File: config.mk
export PLATFORM = sky130hd
export DESIGN_NAME = status_register_unit
export DESIGN_NICKNAME = d
export VERILOG_FILES = /design/src/rtl/status_register_unit.sv
export SDC_FILE = /design/constraint.sdc
export NUM_CORES = 1
export LEC_CHECK = 0
export ABC_AREA = 1
export ABC_CLOCK_PERIOD_IN_PS = 3500
export BUFFER_PORTS_ARGS = -buffer_cell sky130_fd_sc_hd__buf_2
export CAP_MARGIN = 20
export CORE_MARGIN = 2
export CORE_UTILIZATION = 40
export CTS_CLUSTER_DIAMETER = 120
export DETAILED_ROUTE_END_ITERATION = 10
export PLACE_DENSITY = 0.66
export SYNTH_ARGS = -nofsm -noshare
export SYNTH_HDL_FRONTEND = slang
export SYNTH_SLANG_ARGS = --single-unit
File: constraint.sdc
create_clock -name clk -period 3.5 [get_ports clk]
set_input_delay 0.7 -clock clk [delete_from_list [all_inputs] [get_ports clk]]
set_output_delay 0.7 -clock clk [all_outputs]
set_load 0.03 [all_outputs]
File: src/rtl/status_register_unit.sv
// status_register_unit: EX-stage NZCV status register with same-cycle
// forwarding to ID, a one-level save/restore shadow, a change pulse and a
// saturating count of accepted flag writes. Bit order: [3]=N [2]=Z [1]=C [0]=V.
module status_register_unit #(
  parameter int unsigned BYPASS  = 1,
  parameter int unsigned COUNT_W = 8
) (
  input  logic               clk,
  input  logic               rst,
  input  logic               freeze,
  input  logic               ex_valid,
  input  logic               ex_s_bit,
  input  logic               ex_kill,
  input  logic [3:0]         ex_flags,
  input  logic               save_req,
  input  logic               restore_req,
  input  logic               clear_count,
  output logic [3:0]         status_out,
  output logic [3:0]         sr_q,
  output logic [3:0]         saved_q,
  output logic               sr_changed,
  output logic [COUNT_W-1:0] update_count
);

  logic       we;
  logic [3:0] sr_next;

  // Accepted EX flag write: live, flag-setting, not squashed, not stalled.
  always_comb begin
    we = ex_valid & ex_s_bit & ~ex_kill & ~freeze;
  end

  // Next SR value: restore beats an EX write, otherwise hold.
  always_comb begin
    sr_next = sr_q;
    if (restore_req) begin
      sr_next = saved_q;
    end else if (we) begin
      sr_next = ex_flags;
    end
  end

  // Status word for ID. Flags are forwarded only when they will actually be
  // written, so a write overridden by a same-cycle restore is not bypassed;
  // the restored value reaches ID a cycle later through sr_q.
  always_comb begin
    status_out = sr_q;
    if (rst) begin
      status_out = '0;
    end else if ((BYPASS != 0) && we && !restore_req) begin
      status_out = ex_flags;
    end
  end

  // Architectural SR and the one-cycle change pulse.
  always_ff @(posedge clk) begin
    if (rst) begin
      sr_q       <= '0;
      sr_changed <= 1'b0;
    end else begin
      sr_q       <= sr_next;
      sr_changed <= (sr_next != sr_q);
    end
  end

  // Shadow register: plain save captures a same-cycle write; save together
  // with restore swaps using the pre-edge SR.
  always_ff @(posedge clk) begin
    if (rst) begin
      saved_q <= '0;
    end else if (save_req) begin
      if (restore_req) begin
        saved_q <= sr_q;
      end else begin
        saved_q <= we ? ex_flags : sr_q;
      end
    end
  end

  // Saturating count of writes that reached the SR; clear has priority.
  always_ff @(posedge clk) begin
    if (rst) begin
      update_count <= '0;
    end else if (clear_count) begin
      update_count <= '0;
    end else if (we && !restore_req && (update_count != '1)) begin
      update_count <= update_count + 1'b1;
    end
  end

endmodule

==> impl_metrics.tcl, run 1 <==
set metrics [dict create \
    outcome "completed" \
    cp_max_fo 5 \
    ys_seq_area_share_pct 34.7 \
    synth_ff_type "dfxtp_1" \
    cts_setup_buffers 0 \
    dr.pass1.iters 4 \
    max-vdd-ir-drop_uv 182 \
    clkTransAtPathRegs_ns 0.10 \
    core_um2 2280 \
    clkLatencyLatePin_ns 0.30 \
    syn_area_um2 981 \
    drt_iter0_markers 21 \
    fin_skew_ns 0.00149 \
    p_switching_uw 114 \
    start_kind "input pin" \
    clkPwrFrac_pct 28.5 \
    ys_async_sr_fraction_pct 0 \
    slowest_stage "nor2_2" \
    overflow 0 \
    cp.arrival_ns 1.68 \
    routed_wl_um 2250 \
    grt_max_degree 15 \
    rsz0062_at_grt "no" \
    synthMostInstantiatedCell "nand2_1" \
    drive_gt1_share_pct 27.5 \
    critical_path_class "in -> out" \
    cp.required_ns 2.80 \
    endpoint_kind "output port" \
    synth_seq_cells 17 \
    areaGrowthSynthToFinish_pct 21.9 \
    rows 17 \
    slew_violations 0 \
    pwr-share-comb_pct 17.6 \
    synthTopCellsByCount "nand2_1 (40), nor2_1 (19), dfxtp_1 (17), inv_1 (14), nand3_1 (11)" \
    clock_path_buffers 2 \
    grt_pass1_wl_um 3760 \
    worst_slew_pin_slew_ns 0.297 \
    clock_sinks 17 \
    syn_area_per_cell_um2 6.63 \
    die_w_um 53.5 \
    tritoncts "yes" \
    routed_via_density 5.07 \
    dieArea_um2 2860 \
    grt_pass1_vias 893 \
    drv_cap 0 \
    power_frac_seq_pct 53.9 \
    slew_headroom_pct 80.1 \
    h-tree-depth 1 \
    synthDistinctLibCells 26 \
    powerDensity_nw_per_um2 316 \
    synthTopCellsByArea "dfxtp_1 (35%), nand2_1 (15%), nor2_1 (7.3%)" \
    antenna_found_initial 0 \
    synth_top_area_share_pct 34.7 \
    syn_nets 162 \
    ctsResizeCount 0 \
    via_count 1065 \
    gp_congestion 0.818 \
    root_buffer "clkbuf_4" \
    cpPeakStageDelay_ns 0.19 \
    synth_top_area_cell "dfxtp_1" \
    rrSetupSlack_ns 1.95 \
    io_pins 34 \
    die_h_um 53.5 \
    swShare_pct 30.2 \
    cellLeakagePower_uw 0.000584 \
    cp_common_cell "buf_2" \
    routedWlPerCell_um 10.7 \
    setup_viol 0 \
    p_int_uw 264 \
    drc 0 \
    tns_ns 0 \
    path_cells "buf_2 > nor2_2 > nand2_2 > nor2_4 > inv_2 > nand2_1 > a21oi_1 > buf_2" \
    cts_made_buffers 3 \
    port_buffers 33 \
    whs_ns 0.523 \
    clock.fmax_mhz 421 \
    cts_hold_repair.buffers 0 \
    min_period_ns 2.38 \
    dp_hpwl_um 1780 \
    layout_worst_path_cycle_share_pct 67.9 \
    hp-class "reg -> reg" \
    hold_violations 0 \
    start_util_pct 43.1 \
    synth_edf_count 0 \
    synthCells 148 \
    diodes 0 \
    grt_usage_pct 18.1 \
    nets 197 \
    ant_nets 0 \
    ys_warn_count 0 \
]
==> metrics by stage <==
stage	utilization (%)	total power, uW	std cells	setup slack, ns	instance area (um2)
CTS	52.6	384	210	1.11	1200
global placement	51.3	275	206	1.16	1170
detailed placement	51.3	276	206	1.11	1170
finish	52.6	378	210	1.12	1200
global route	52.6	402	210	1.04	1200
floorplan	-	255	148	1.14	981
==> final timing paths <==
path / startpoint / endpoint / depth (start not counted)
hold reg to reg: update_count[2]$_SDFFE_PP0P_ / update_count[2]$_SDFFE_PP0P_ / 2
hold / removal: update_count[2]$_SDFFE_PP0P_ / update_count[2]$_SDFFE_PP0P_ / 2
setup / recovery: ex_kill / status_out[2] / 8
setup reg to reg: update_count[0]$_SDFFE_PP0P_ / update_count[5]$_SDFFE_PP0P_ / 7
==> cell families (layout without fill, tap and decap cells) <==
family | count (synthesis) | in the layout | synth area share [%]
AOI/OAI and AO/OA | 20 | 20 | 12.6
xor gates and xnor gates | 1 | 1 | 0.893
adders and majority gates | 1 | 1 | 1.28
buffers and inverters | 22 | 56 | 8.93
DFF | 17 | 17 | 34.7
and+or+nand+nor | 87 | 87 | 41.6
==> cells in the final DEF (no fill, tap or decap), drive strengths merged <==
master,instances
nand4,10
dfxtp,17
xnor2,1
nor2,21
nor3,2
clkbuf,3
nand3,11
nand2,41
a21oi,11
buf,33
a31oi,4
nor3b,1
clkinv,2
o21ai,5
nand3b,1
inv,18
ha,1
==> sequential cells by signal, indices dropped and copies added (netlist names) <==
register	count
update_count	8
saved_q	4
sr_q	4
sr_changed	1
==> area by class of cell <==
type | count | area, um2
Clock inverter | 1 | 5.00
Inverter | 19 | 75.1
Sequential cell | 17 | 340
Tap cell | 28 | 35.0
Clock buffer | 3 | 22.5
Timing Repair Buffer | 33 | 165
Multi-Input combinational cell | 109 | 553
Fill cell | 233 | 1080
==> critical path: cells and delay by family <==
family	cells	cell delay [ns]
and+or+nand+nor	4	0.55
AOI/OAI and AO/OA	1	0.06
buffers and inverters	3	0.36
==> power groups by stage <==
stage	sequential [uW]	combinational (uW)	clock, uW
6_report	204	66.6	108
5_1_grt	205	73.7	123
4_1_cts	204	67.3	112
3_5_place_dp	208	67.1	0
3_3_place_gp	208	66.2	0
2_1_floorplan	221	34.1	0
==> per-layer routing <==
metal	vias up	GRT usage (%)	part of all wire, %
li1	557	-	-
met1	472	21.3	42
met2	31	31.3	49
met3	5	5.93	7.8
met4	0	5.13	0.98
met5	-	0	0
Note: power is estimated with default switching activity, not from simulation.
==> run 2: changes to the inputs <==
--- a/config.mk
+++ b/config.mk
@@ -6,14 +6,14 @@
 export NUM_CORES = 1
 export LEC_CHECK = 0
 export ABC_AREA = 1
-export ABC_CLOCK_PERIOD_IN_PS = 3500
+export ABC_CLOCK_PERIOD_IN_PS = 2000
 export BUFFER_PORTS_ARGS = -buffer_cell sky130_fd_sc_hd__buf_2
 export CAP_MARGIN = 20
 export CORE_MARGIN = 2
 export CORE_UTILIZATION = 40
 export CTS_CLUSTER_DIAMETER = 120
 export DETAILED_ROUTE_END_ITERATION = 10
-export PLACE_DENSITY = 0.66
+export PLACE_DENSITY = 0.69
 export SYNTH_ARGS = -nofsm -noshare
 export SYNTH_HDL_FRONTEND = slang
 export SYNTH_SLANG_ARGS = --single-unit
==> constraint.sdc (replaced) <==
create_clock -name clk -period 2 [get_ports clk]
set_input_delay 0.4 -clock clk [delete_from_list [all_inputs] [get_ports clk]]
set_output_delay 0.4 -clock clk [all_outputs]
set_load 0.03 [all_outputs]
==> impl_metrics.tcl, run 2 (synthesis gave the netlist of run 1 again) <==
set metrics [dict create \
    fin_ws_ns 0.223 \
    r2r_cells 7 \
    start_util_pct 43.1 \
    grt_usage_pct 17.7 \
    routedWlPerCell_um 10.9 \
    power_frac_seq_pct 54.2 \
    overflow 0 \
    layout_commonest_cell "nand2_1" \
    h-tree-depth 1 \
    areaGrowthSynthToFinish_pct 22.6 \
    cpPeakStageDelay_ns 0.20 \
    p_int_uw 465 \
    cp_common_cell "buf_2" \
    dr.pass1.iters 4 \
    start_kind "input pin" \
    ctsResizeCount 0 \
    clkTransAtPathRegs_ns 0.10 \
    tns_ns 0 \
    dieArea_um2 2860 \
    routed_wl_um 2300 \
    die_h_um 53.5 \
    holdPathEnd "update_count[2]$_SDFFE_PP0P_" \
    hp-class "in -> reg" \
    drive_gt1_share_pct 27.3 \
    placed_area_um2 1180 \
    clkLatencyLatePin_ns 0.29 \
    clock.fmax_mhz 563 \
    swShare_pct 29.4 \
    r2r-end "update_count[5]$_SDFFE_PP0P_" \
    via_count 1045 \
    fillCellCount 221 \
    critical_path_class "in -> out" \
    rsz0062_at_grt "no" \
    ant_nets 0 \
    clock_path_buffers 2 \
    diodes 0 \
    cts_setup_buffers 0 \
    drc 0 \
    gp_congestion 0.842 \
    min_path_cells 4 \
    top_register "update_count" \
    cp.arrival_ns 1.38 \
    path_cells "buf_2 > nor2_2 > nand2_2 > nor2_4 > inv_2 > nand2_1 > a21oi_1 > buf_2" \
    whs_ns 0.410 \
    fin_total_pwr_uw 659 \
    dp_hpwl_um 1740 \
    drv_cap 0 \
    rows 17 \
    io_pins 34 \
    rrSetupSlack_ns 0.46 \
    layout_common_cells "nand2_1 (40), buf_2 (33), nor2_1 (19), dfxtp_1 (17), inv_1 (14)" \
    crit_buf_inv 3 \
    drt_iter0_markers 27 \
    p_switching_uw 193 \
    worst_slew_pin_slew_ns 0.325 \
    port_buffers 33 \
    clkPwrFrac_pct 27.9 \
    min_period_ns 1.78 \
    post-place-ws_ns 0.227 \
    hold_violations 0 \
    fin_skew_ns 0.00650 \
    pwr-share-comb_pct 17.9 \
    cp_top_family "simple AND/OR/NAND/NOR gates" \
    slowest_stage "nor2_2" \
    slew_headroom_pct 78.3 \
    layout_worst_path_cycle_share_pct 88.9 \
    powerDensity_nw_per_um2 548 \
    clock_sinks 17 \
    setup_viol 0 \
    cts_made_buffers 3 \
    tritoncts "yes" \
    cp_max_fo 5 \
    largestRegisters "update_count: 8 flops, saved_q: 4 flops, sr_q: 4 flops" \
    routed_via_density 4.95 \
    root_buffer "clkbuf_4" \
    cellLeakagePower_uw 0.000585 \
    grt_pass1_wl_um 3680 \
    die_w_um 53.5 \
    outcome "completed" \
    slew_violations 0 \
    grt_pass1_vias 863 \
    nets 198 \
    core_um2 2280 \
    largest_register_ffs 8 \
    grt_max_degree 15 \
    cp.required_ns 1.60 \
    hp-start "clear_count" \
    antenna_found_initial 0 \
    final_area_um2 1200 \
    max-vdd-ir-drop_uv 289 \
    cts_hold_repair.buffers 0 \
    endpoint_kind "output port" \
    rr_startpoint "update_count[0]$_SDFFE_PP0P_" \
]
[run 2: changes by cell type in the layout (fill, tap and decap cells not counted), sizes merged]
| cell | delta |
|---|---|
| buf | +1 |
| clkinv | -1 |
| clkbuf | +1 |
[run 2: power groups by stage]
stage,logic [uW],registers (uW),clock network [uW]
detailed placement,117,365,0
finish,118,357,184
floorplan,59.6,386,0
global placement,115,364,0
CTS,118,357,193
global route,129,359,206
[run 2: metrics by stage]
| stage | cells | util (%) |
|---|---|---|
| after floorplan | 148 | - |
| after global placement | 207 | 51.7 |
| after detailed placement | 207 | 51.7 |
| after CTS | 211 | 52.8 |
| after global routing | 211 | 52.8 |
| final | 211 | 52.8 |
[run 2: worst max path at each step]
stage | startpoint | to | slack, ns | depth (start not counted)
2_1_floorplan | restore_req | status_out[2] | 0.24 | 4
4_1_cts | ex_kill | status_out[3] | 0.23 | 8
3_5_place_dp | ex_kill | status_out[3] | 0.23 | 8
5_1_grt | ex_kill | status_out[2] | 0.15 | 8
3_3_place_gp | ex_kill | status_out[0] | 0.26 | 8
6_report | ex_kill | status_out[3] | 0.22 | 8
[run 2: area by class of cell]
class                      instances  area, um2  share of cell area (%)
multi-input combinational        109        553                    46.0
timing repair buffer              34        173                    14.4
clock buffer                       4       26.3                    2.19
inverter                          19       75.1                    6.24
sequential                        17        340                    28.3
tap                               28       35.0                    2.91
[run 2: worst reg2reg max path, delay by kind of cell (launching register included)]
kind | cells | cell delay (ns)
flops | 1 | 0.42
compound gates | 2 | 0.38
buf+inv | 1 | 0.10
simple gates | 3 | 0.29
fa+ha+maj | 1 | 0.30
[run 2: per-layer routing]
| layer | GRT usage, % | up-vias | routed length, um |
|---|---|---|---|
| met5 | 0 | - | 0 |
| met4 | 8.55 | 0 | 12 |
| met3 | 2.54 | 2 | 102 |
| met2 | 28.0 | 22 | 1070 |
| met1 | 23.4 | 466 | 1120 |
| li1 | - | 555 | - |
